File: config.mk
export PLATFORM = sky130hd
export DESIGN_NAME = mmio_responder
export DESIGN_NICKNAME = d
export VERILOG_FILES = /design/src/rtl/mmio_responder.sv
export SDC_FILE = /design/constraint.sdc
export NUM_CORES = 1
export LEC_CHECK = 0
export CORE_ASPECT_RATIO = 0.9
export CORE_MARGIN = 1
export CORE_UTILIZATION = 30
export DETAILED_ROUTE_END_ITERATION = 12
export GPL_TIMING_DRIVEN = 0
export HOLD_SLACK_MARGIN = 0.05
export PLACE_DENSITY = 0.57
export SKIP_LAST_GASP = 1
export SLEW_MARGIN = 20
export SYNTH_ARGS = -nofsm -noshare
export SYNTH_HDL_FRONTEND = slang
export SYNTH_SLANG_ARGS = --single-unit
File: constraint.sdc
create_clock -name clk -period 4.1 [get_ports clk]
set_input_delay 0.41 -clock clk [delete_from_list [all_inputs] [get_ports clk]]
set_output_delay 0.41 -clock clk [all_outputs]
set_load 0.01 [all_outputs]
File: src/rtl/mmio_responder.sv
// Memory-mapped peripheral: scratch, status, TX FIFO, RX holding register, control, cycle counter, GPIO.
// Optional build macro MMIO_COUNTER_EN enables the free-running 32-bit COUNTER at offset 5.
module mmio_responder #(
  parameter logic [31:0] BASE_ADDR = 32'h0000_0400,
  parameter int unsigned TX_DEPTH  = 8
) (
  input  logic        clk,
  input  logic        rst,
  input  logic [31:0] addr,
  input  logic [31:0] data_in,
  output logic [31:0] data_out,
  input  logic        cs,
  input  logic        we,
  output logic        tx_valid,
  output logic [31:0] tx_data,
  input  logic        tx_ready,
  input  logic        rx_valid,
  input  logic [31:0] rx_data,
  output logic        rx_ready,
  output logic [7:0]  gpio_out
);

  localparam int unsigned PW      = (TX_DEPTH > 1) ? $clog2(TX_DEPTH) : 1;
  localparam logic [4:0]  DEPTH_C = 5'(TX_DEPTH);

  typedef enum logic [2:0] {
    OFF_SCRATCH = 3'd0,
    OFF_STATUS  = 3'd1,
    OFF_TX_DATA = 3'd2,
    OFF_RX_DATA = 3'd3,
    OFF_CTRL    = 3'd4,
    OFF_COUNTER = 3'd5,
    OFF_GPIO    = 3'd6,
    OFF_RSVD    = 3'd7
  } reg_off_e;

  logic            sel, wr_en, tx_wr, ctrl_wr, flush, push, pop;
  logic            tx_empty, tx_full;
  reg_off_e        off;
  logic [31:0]     rdata, counter_val, status;

  logic [31:0]     scratch_q, scratch_d;
  logic [7:0]      gpio_q, gpio_d;
  logic [31:0]     rx_data_q, rx_data_d;
  logic            rx_hold_q, rx_hold_d;
  logic            tx_ovf_q, tx_ovf_d;
  logic [4:0]      tx_count_q, tx_count_d;
  logic [PW-1:0]   wr_ptr_q, wr_ptr_d, rd_ptr_q, rd_ptr_d;
  logic [31:0]     data_out_q, data_out_d;
  logic [31:0]     mem [TX_DEPTH];

  assign sel     = ~cs && (addr[31:3] == BASE_ADDR[31:3]);
  assign off     = reg_off_e'(addr[2:0]);
  assign wr_en   = sel && we;
  assign tx_wr   = wr_en && (off == OFF_TX_DATA);
  assign ctrl_wr = wr_en && (off == OFF_CTRL);
  assign flush   = ctrl_wr && data_in[1];

  assign tx_empty = (tx_count_q == '0);
  assign tx_full  = (tx_count_q == DEPTH_C);
  assign pop      = ~tx_empty && tx_ready;
  // A full FIFO still accepts a push when the head leaves in the same cycle.
  assign push     = tx_wr && (~tx_full || pop) && ~flush;

  assign status = {23'b0, tx_ovf_q, rx_hold_q, tx_empty, tx_full, tx_count_q};

`ifdef MMIO_COUNTER_EN
  logic [31:0] counter_q;
  always_ff @(posedge clk or negedge rst) begin
    if (!rst) counter_q <= '0;
    else      counter_q <= counter_q + 32'd1;
  end
  assign counter_val = counter_q;
`else
  assign counter_val = '0;
`endif

  always_comb begin
    scratch_d  = scratch_q;
    gpio_d     = gpio_q;
    rx_data_d  = rx_data_q;
    rx_hold_d  = rx_hold_q;
    tx_ovf_d   = tx_ovf_q;
    tx_count_d = tx_count_q;
    wr_ptr_d   = wr_ptr_q;
    rd_ptr_d   = rd_ptr_q;
    rdata      = '0;

    if (wr_en && off == OFF_SCRATCH) scratch_d = data_in;
    if (wr_en && off == OFF_GPIO)    gpio_d    = data_in[7:0];

    if (flush) begin
      tx_count_d = '0;
      wr_ptr_d   = '0;
      rd_ptr_d   = '0;
    end else begin
      if (push) wr_ptr_d = wr_ptr_q + 1'b1;
      if (pop)  rd_ptr_d = rd_ptr_q + 1'b1;
      if (push && !pop)      tx_count_d = tx_count_q + 5'd1;
      else if (pop && !push) tx_count_d = tx_count_q - 5'd1;
    end

    if (ctrl_wr && data_in[2])                 tx_ovf_d = 1'b0;
    else if (tx_wr && tx_full && !pop && !flush) tx_ovf_d = 1'b1;

    // An accepted handshake wins over a same-cycle ack of an already empty holder.
    if (rx_valid && !rx_hold_q) begin
      rx_data_d = rx_data;
      rx_hold_d = 1'b1;
    end else if (ctrl_wr && data_in[0]) begin
      rx_hold_d = 1'b0;
    end

    case (off)
      OFF_SCRATCH: rdata = scratch_q;
      OFF_STATUS:  rdata = status;
      OFF_RX_DATA: rdata = rx_data_q;
      OFF_COUNTER: rdata = counter_val;
      OFF_GPIO:    rdata = {24'b0, gpio_q};
      default:     rdata = '0;
    endcase
    data_out_d = (sel && !we) ? rdata : '0;
  end

  always_ff @(posedge clk or negedge rst) begin
    if (!rst) begin
      scratch_q  <= '0;
      gpio_q     <= '0;
      rx_data_q  <= '0;
      rx_hold_q  <= 1'b0;
      tx_ovf_q   <= 1'b0;
      tx_count_q <= '0;
      wr_ptr_q   <= '0;
      rd_ptr_q   <= '0;
      data_out_q <= '0;
    end else begin
      scratch_q  <= scratch_d;
      gpio_q     <= gpio_d;
      rx_data_q  <= rx_data_d;
      rx_hold_q  <= rx_hold_d;
      tx_ovf_q   <= tx_ovf_d;
      tx_count_q <= tx_count_d;
      wr_ptr_q   <= wr_ptr_d;
      rd_ptr_q   <= rd_ptr_d;
      data_out_q <= data_out_d;
    end
  end

  always_ff @(posedge clk) begin
    if (push) mem[wr_ptr_q] <= data_in;
  end

  assign data_out = data_out_q;
  assign tx_valid = ~tx_empty;
  assign tx_data  = tx_empty ? '0 : mem[rd_ptr_q];
  assign rx_ready = ~rx_hold_q;
  assign gpio_out = gpio_q;

endmodule

==> results_dict.tcl, run 1 <==
set metrics [dict create \
    fmax_mhz 265 \
    dp_hpwl_um 25300 \
    cp_slowest_stage_delay_ns 0.59 \
    path_buf_inv 2 \
    ys_seq_area_share_pct 72.1 \
    cts_tree "done" \
    slowest_stage "or4_4" \
    areaGrowthSynthToFinish_pct 29.2 \
    worstMarginPinSlew_ns 1.00 \
    cts.sinks 373 \
    cp-end-kind "output pin" \
    drive_gt1_share_pct 22.8 \
    path_delay_family "simple AND/OR/NAND/NOR gates" \
    place_area_sq_um 17700 \
    setup_viol_count_final 0 \
    synth_warnings 0 \
    synthFlopType "edfxtp_1" \
    final_hold_viol_count 0 \
    timing.setup.tns_ns 0 \
    first_global_vias 8663 \
    fin_skew_ns 0.0181 \
    synth_nets 922 \
    drv_slew 0 \
    ant_nets 0 \
    ir_drop_v 0.000276 \
    synthTopCellsByArea "edfxtp_1 (52%), dfrtp_1 (20%), mux4_2 (9.8%), mux2_2 (5.2%), mux2i_1 (2.5%)" \
    dieArea_sq_um 50000 \
    cts_buffers 41 \
    wl_per_cell_um 21.5 \
    leakagePower_nw 6.80 \
    utilization_pct 39.6 \
    yosysUniqueCellTypes 46 \
    overflow 0 \
    io_buffers 173 \
    yosys-top-cells-count "edfxtp_1 (256), dfrtp_1 (117), nor2_1 (77)" \
    crit_type "flip-flop to output pin" \
    gp_congestion 0.764 \
    root_buffer "clkbuf_16" \
    clock_path_buffers 3 \
    grt_usage_pct 15.0 \
    rsz0062_at_grt "false" \
    die_w_um 236 \
    synth_area_per_cell_sq_um 18.1 \
    timing.slew.headroom_pct 33.2 \
    synth_xor_area_share_pct 0.357 \
    synth_simple_gate_area_share_pct 4.72 \
    num_io_pins 176 \
    ys_ff_latch 373 \
    instances_no_fill 1709 \
    num-nets-final 1163 \
    postCtsSetupRepairBufs 0 \
    path_max_fanout 10 \
    viasPerCell 4.74 \
    route.vias.total 8105 \
    synthAdderAreaFrac_pct 0.645 \
    final.period_utilization_pct 92.2 \
    worstSkewPairLatency_ns 0.56 \
    grt_max_degree 90 \
    num_rows 76 \
    cts-htree-levels 2 \
    cp.arrival_ns 3.37 \
    power_density_nw_per_um2 562 \
    path_clk_slew_ns 0.06 \
    crit_chain "or4_4 -> nor2_2 -> clkbuf_1 -> nor2_1 -> clkdlybuf4s50_1" \
    start_kind "flip-flop" \
    dr.pass1.iters 4 \
    drcViolationCount 0 \
    antenna_found_initial 2 \
    critPathRequiredTime_ns 3.69 \
    async_reset_ff_share_pct 31.4 \
    drtIter0Drc 441 \
    synth_compound_area_share_pct 3.00 \
    fin_crit_ns 3.78 \
    holdCritPathClass "primary input to asynchronous set/reset pin" \
    synth_edf_count 256 \
    yosys-mux-area-fraction_pct 17.8 \
    yosysTopAreaCell "edfxtp_1" \
    synth_area_sq_um 14700 \
    antenna_cells 0 \
    grt_first_pass_wirelength_um 55500 \
    synth_top_family_by_area "multiplexers" \
    core_area_sq_um 48100 \
    outcome "finished, final reports clean" \
    synth_top_area_share_pct 52.2 \
    synth.most_common_cell "edfxtp_1" \
    synthCells 813 \
    routed_wl_um 36700 \
    initial_core_util_pct 30.6 \
    final_cell_area_sq_um 19000 \
    placed_cells 1634 \
    die_h_um 212 \
    drv_cap 0 \
]
## path summary, 6_finish.rpt
| check | start | end | slack, ns | cells after the start |
|---|---|---|---|---|
| max in group asynchronous | rst | rx_data_q[19] | 3.06 | 3 |
| hold / removal | rst | gpio_out[6] | 0.30 | 2 |
| hold reg to reg | scratch_q[25] | scratch_q[25] | 0.50 | 1 |
| setup reg to reg | tx_count_q[1] | tx_count_q[4] | 0.98 | 9 |
| setup / recovery | tx_count_q[1] | tx_data[24] | 0.32 | 5 |
| min in group clk | addr[1] | data_out[6] | 0.46 | 5 |
## power breakdown
part           switching (mW)  total, mW  leakage, nW  internal (mW)
logic                    1.38       2.81         2.27           1.43
clock network            1.50       3.70        0.661           2.20
registers              0.0763       4.19         3.86           4.11
## per-layer routing
layer / share of wire [%] / global-route usage (%)
met1: 45 / 20.3
met2: 48 / 24.9
met3: 4.5 / 2.54
met4: 1.9 / 4.51
met5: 0 / 0
## state kept, by name, indices dropped and copies added, names as in the netlist
signal and cells:
gpio_out 8, wr_ptr_q 3, scratch_q 32, rx_data_q 32, mem 256, tx_count_q 5
rd_ptr_q 3, data_out 32, rx_hold_q 1, tx_ovf_q 1
## layout make-up
type | instances | area, sq um
Clock buffer | 52 | 1120
Buffer | 43 | 191
Sequential cell | 373 | 10600
Multi-Input combinational cell | 392 | 3980
Fill cell | 4405 | 29100
Tap cell | 624 | 781
Clock inverter | 22 | 243
Inverter | 5 | 18.8
Timing Repair Buffer | 198 | 2090
## cell families (layout without fill, tap and decap cells)
kind of cell | count (synthesis) | count (layout)
simple gates | 143 | 143
compound gates | 63 | 63
mux | 173 | 173
flops | 373 | 373
xor+xnor | 6 | 6
buf+inv | 48 | 320
fa+ha+maj | 7 | 7
## what timing repair did
item                                    in CTS  in global routing
endpoints found under the setup margin       0                 19
resized for setup                            0                  3
hold endpoints to repair                    28                  0
hold buffers                                 1                  0
## cell usage in the layout (no fill, tap or decap), types with 4 or more instances in the layout
master           netlist  layout
clkbuf_16              0      42
nor2b_1                4       4
nor2_1                77      73
a22oi_1               31      31
clkbuf_1              25      31
nor3_2                 0       4
ha_1                   6       6
buf_1                 10      10
a31oi_1                5       5
inv_1                  5       5
clkinv_2               0       9
nor4_1                 8       7
bufinv_16              0       4
buf_16                 0       6
buf_2                  5       5
nor3_1                 9       4
mux2_2                68      68
mux2_1                 4       4
edfxtp_1             256     256
clkdlybuf4s50_1        0     172
a21oi_1               14      14
dfrtp_1              117     117
nand3_1               12      12
nand2_1               15      15
clkinvlp_4             0       4
buf_4                  0       8
buf_6                  3      11
mux2i_1               37      37
mux4_2                64      64
## stage by stage
step / total power, mW / worst slack [ns] / hold slack, ns
final: 10.7 / 0.321 / 0.295
after global routing: 11.2 / 0.0536 / 0.296
after CTS: 10.9 / 0.0149 / 0.268
after detailed placement: 7.14 / -0.235 / 0.282
after global placement: 7.11 / -3.61 / 0.478
after floorplan: 5.87 / -0.362 / 0.114
## worst reg2reg max path, stage by stage (launching register included)
cell and delay [ns]:
dfrtp_1 0.47, or4_4 0.59, o21ai_4 0.26, nand3_1 0.27, fa_1 0.48, a21o_1 0.20
a21oi_1 0.18, xnor2_1 0.10, or4_1 0.39, o21ai_1 0.09
Power figures use the tool's default switching activity.
==> run 2: changes to the inputs <==
CORE_UTILIZATION = 49   (was 30)
PLACE_DENSITY = 0.81   (was 0.57)
==> results_dict.tcl, run 2 (synthesized netlist as in run 1, its figures left out) <==
set metrics [dict create \
    path_buf_inv 2 \
    timing.slew.headroom_pct 34.5 \
    initial_core_util_pct 50.4 \
    critPathRequiredTime_ns 3.69 \
    die_w_um 185 \
    cts_tree "done" \
    place_area_sq_um 17300 \
    die_h_um 166 \
    num_rows 59 \
    grt_max_degree 79 \
    rsz0062_at_grt "false" \
    cp.arrival_ns 3.44 \
    largest_reg_flops 256 \
    clock_path_buffers 3 \
    io_buffers 173 \
    routed_wl_um 34400 \
    cts.sinks 373 \
    first_global_vias 9041 \
    cts-htree-levels 2 \
    cts_hold_buf 1 \
    worstMarginPinSlew_ns 0.982 \
    final_cell_mix "edfxtp_1 (256), clkdlybuf4s50_1 (172), dfrtp_1 (117), nor2_1 (74), mux2_2 (68)" \
    start_kind "flip-flop" \
    slowest_stage "or4_4" \
    drtIter0Drc 781 \
    path_max_fanout 10 \
    cts_buffers 37 \
    final_common_cell "edfxtp_1" \
    final_cell_area_sq_um 18600 \
    ir_drop_v 0.000382 \
    drv_cap 0 \
    setup_viol_count_final 0 \
    cp-end-kind "output pin" \
    leakagePower_nw 6.76 \
    core_area_sq_um 29200 \
    power_density_nw_per_um2 566 \
    drive_gt1_share_pct 22.3 \
    utilization_pct 63.8 \
    largest-register "mem" \
    fmax_mhz 260 \
    route.vias.total 8398 \
    path_clk_slew_ns 0.07 \
    final_hold_viol_count 0 \
    viasPerCell 5.69 \
    drcViolationCount 0 \
    path_delay_family "simple AND/OR/NAND/NOR gates" \
    ant_nets 0 \
    gp_congestion 0.805 \
    cp_common_cell "nor2_1" \
    outcome "finished, final reports clean" \
    dp_hpwl_um 22700 \
    dr.pass1.iters 5 \
    wl_per_cell_um 23.3 \
    fin_skew_ns 0.0273 \
    areaGrowthSynthToFinish_pct 26.6 \
    postCtsSetupRepairBufs 0 \
    drv_slew 0 \
    worstSkewPairLatency_ns 0.54 \
    fin_crit_ns 3.85 \
    overflow 0 \
    crit_chain "or4_4 -> nor2_1 -> clkbuf_1 -> nor2_1 -> clkdlybuf4s50_1" \
    holdCritPathClass "primary input to asynchronous set/reset pin" \
    cp_slowest_stage_delay_ns 0.58 \
    grt_first_pass_wirelength_um 53100 \
    final.period_utilization_pct 93.9 \
    dieArea_sq_um 30800 \
    crit_type "flip-flop to output pin" \
    num-nets-final 1159 \
    grt_usage_pct 23.3 \
    ctsResizeCount 0 \
    root_buffer "clkbuf_16" \
    antenna_cells 0 \
    num_io_pins 176 \
    antenna_found_initial 0 \
]
==> run 2: cell types whose count changed in the layout (fill, tap and decap cells not counted), sizes merged <==
cell / change
clkinv: -1
bufinv: +2
inv: +1
clkbuf: -8
==> run 2: power by group <==
group	switching [mW]	total [mW]	leakage [nW]	internal (mW)
Combinational	1.34	2.77	2.26	1.43
Clock	1.43	3.60	0.629	2.17
Sequential	0.0757	4.19	3.86	4.11
==> run 2: path summary, 6_finish.rpt <==
check / slack [ns] / cells past startpoint / start / end
max: 0.25 / 5 / tx_count_q[1] / tx_data[1]
min: 0.36 / 2 / rst / data_out[23]
max reg2reg: 0.92 / 9 / tx_count_q[1] / tx_count_q[4]
min reg2reg: 0.50 / 1 / scratch_q[3] / scratch_q[3]
max in group asynchronous: 2.99 / 3 / rst / scratch_q[10]
min in group clk: 0.48 / 2 / rx_data[1] / rx_data_q[1]
==> run 2: layout make-up <==
| type | instances | area [sq um] |
|---|---|---|
| plain buffers | 43 | 191 |
| clock buffers | 44 | 1020 |
| clock inverters | 24 | 274 |
| fillers | 2048 | 10600 |
| inverters | 5 | 18.8 |
| multi-input cells | 392 | 3980 |
| flip-flops and latches | 373 | 10600 |
| well taps | 396 | 495 |
| repair buffers | 198 | 2050 |
==> run 2: worst register-to-register path: stages (launching register included) <==
cell	delay (ns)
dfrtp_1	0.47
or4_4	0.59
o21ai_4	0.24
nand3_1	0.27
fa_1	0.51
a21o_1	0.21
a21oi_1	0.20
xnor2_1	0.12
or4_1	0.41
o21ai_1	0.09
==> run 2: metrics by stage <==
step / std cells / power (mW) / TNS [ns] / hold slack [ns] / worst slack (ns)
4_1_cts: 1475 / 10.6 / 0 / 0.369 / 0.259
3_3_place_gp: 1382 / 6.98 / -790.41 / 0.473 / -3.15
3_5_place_dp: 1406 / 7.03 / -0.246 / 0.354 / -0.0314
5_1_grt: 1475 / 10.9 / 0 / 0.374 / 0.157
6_report: 1475 / 10.6 / 0 / 0.361 / 0.248
2_1_floorplan: 813 / 5.87 / -34.76 / 0.114 / -0.362
==> run 2: metal layers <==
layer / part of all wire, % / GRT usage, % / wire (um)
met3: 7.8 / 4.94 / 2680
met2: 49 / 37.9 / 16700
met5: 0 / 0 / 0
met1: 42 / 31.9 / 14300
met4: 1.9 / 6.29 / 666
==> run 3: changes to the inputs <==
CELL_PAD_IN_SITES_DETAIL_PLACEMENT = 0   (was not set)
CELL_PAD_IN_SITES_GLOBAL_PLACEMENT = 1   (was not set)
CORE_UTILIZATION = 43   (was 49)
PLACE_DENSITY = 0.83   (was 0.81)
==> results_dict.tcl, run 3 (synthesized netlist as in run 1, its figures left out) <==
set metrics [dict create \
    route.vias.total 8237 \
    cts_tree "done" \
    instances_no_fill 1536 \
    placed_cells 1465 \
    crit_type "primary input to flip-flop" \
    dr.pass1.iters 5 \
    overflow 0 \
    path_max_fanout 8 \
    root_buffer "clkbuf_16" \
    cts-htree-levels 2 \
    antenna_found_initial 0 \
    grt_max_degree 76 \
    p_sw_share_pct 27.1 \
    routed_wl_um 33900 \
    cp-end-kind "flip-flop" \
    ant_nets 0 \
    timing.slew.headroom_pct 34.0 \
    io_buffers 173 \
    antenna_cells 0 \
    clkPwrFrac_pct 32.5 \
    drive_gt1_share_pct 21.8 \
    drv_slew 0 \
    dp_hpwl_um 23100 \
    power_density_nw_per_um2 551 \
    num_io_pins 176 \
    wl_per_cell_um 22.1 \
    final_common_cell "edfxtp_1" \
    r2r_setup_slack_ns 1.04 \
    fin_crit_ns 3.82 \
    fin_hold_ws_ns 0.389 \
    die_w_um 197 \
    setup_viol_count_final 0 \
    cp.arrival_ns 4.05 \
    power_frac_comb_pct 26.7 \
    viasPerCell 5.36 \
    worstMarginPinSlew_ns 0.990 \
    final_cell_mix "edfxtp_1 (256), clkdlybuf4s50_1 (172), dfrtp_1 (117), nor2_1 (74), mux2_2 (68)" \
    grt_usage_pct 20.0 \
    clock_path_buffers 3 \
    postCtsSetupRepairBufs 0 \
    areaGrowthSynthToFinish_pct 26.6 \
    drtIter0Drc 724 \
    start_kind "primary input" \
    power_mw 10.3 \
    largest-register "mem" \
    power_frac_seq_pct 40.7 \
    leakagePower_nw 6.72 \
    first_global_vias 8709 \
    drcViolationCount 0 \
    cts_buffers 39 \
    ir_drop_v 0.000406 \
    gp_congestion 0.789 \
    die_h_um 178 \
    num-nets-final 1161 \
    cts.sinks 373 \
    outcome "finished, final reports clean" \
    path_clk_slew_ns 0.06 \
    core_area_sq_um 33300 \
    fin_skew_ns 0.00722 \
    num_rows 63 \
    grt_first_pass_wirelength_um 52000 \
    dieArea_sq_um 35000 \
    final_hold_viol_count 0 \
    drv_cap 0 \
    rsz0062_at_grt "false" \
    dp_slack_ns -0.251 \
    largest_reg_flops 256 \
    worstSkewPairLatency_ns 0.52 \
    p_int_mw 7.49 \
    fmax_mhz 262 \
    final.period_utilization_pct 93.1 \
    critPathRequiredTime_ns 4.34 \
    initial_core_util_pct 44.2 \
    holdCritPathClass "primary input to asynchronous set/reset pin" \
    setup_ws_ns 0.282 \
    switchingPower_mw 2.78 \
]
[run 3: cell count changes in the layout (fill, tap and decap cells not counted), sizes merged]
cell | previous run | this run
clkbuf | 69 | 80
inv | 7 | 6
bufinv | 6 | 1
clkinvlp | 4 | 1
[run 3: layout make-up]
cell class / instances / area (sq um)
multi-input combinational: 392 / 3980
fill: 2592 / 14700
timing repair buffer: 198 / 2060
buffer: 43 / 191
clock inverter: 15 / 100
inverter: 5 / 18.8
sequential: 373 / 10600
tap: 455 / 569
clock buffer: 55 / 1110
[run 3: final timing paths]
kind / from / end / cells after the start
setup / recovery: addr[8] / mem[2][4] / 9
hold / removal: rst / rx_data_q[29] / 2
setup reg to reg: tx_count_q[1] / tx_count_q[4] / 9
hold reg to reg: scratch_q[3] / scratch_q[3] / 1
max in group asynchronous: rst / gpio_out[6] / 3
min in group clk: addr[1] / data_out[6] / 5
[run 3: stage by stage]
stage | instance area, sq um | util (%) | setup TNS [ns]
2_1_floorplan | 14700 | - | -34.76
3_3_place_gp | 17000 | 51.1 | -858.13
3_5_place_dp | 17400 | 52.3 | -3.30
4_1_cts | 18600 | 55.9 | 0
5_1_grt | 18600 | 55.9 | 0
6_report | 18600 | 55.9 | 0
[run 3: critical path: stages]
cell and delay, ns:
clkdlybuf4s50_1 0.42, nor4b_1 0.42, nand4_1 0.31, nor3_1 0.71, nand2_1 0.41, nor3_2 0.74
buf_6 0.24, buf_4 0.21, buf_6 0.16
[run 3: layer usage]
layer / share of wire (%) / vias to the layer above / wire (um) / global-route usage, %
li1: - / 3670 / - / -
met1: 44 / 4237 / 14800 / 28.5
met2: 47 / 281 / 16000 / 31.3
met3: 7.3 / 49 / 2490 / 4.35
met4: 1.9 / 0 / 633 / 5.01
met5: 0 / - / 0 / 0
[run 3: what timing repair did]
action                    in CTS  in global routing
hold endpoints to repair      42                  0
hold buffers                   1                  0
gates resized for setup        0                  0
[run 3: power by group through the flow]
stage | clock (mW) | sequential, mW | combinational [mW]
2_1_floorplan | 0 | 4.24 | 1.63
3_3_place_gp | 0 | 4.26 | 2.76
3_5_place_dp | 0 | 4.26 | 2.78
4_1_cts | 3.39 | 4.18 | 2.80
5_1_grt | 3.54 | 4.19 | 2.97
6_report | 3.34 | 4.18 | 2.75
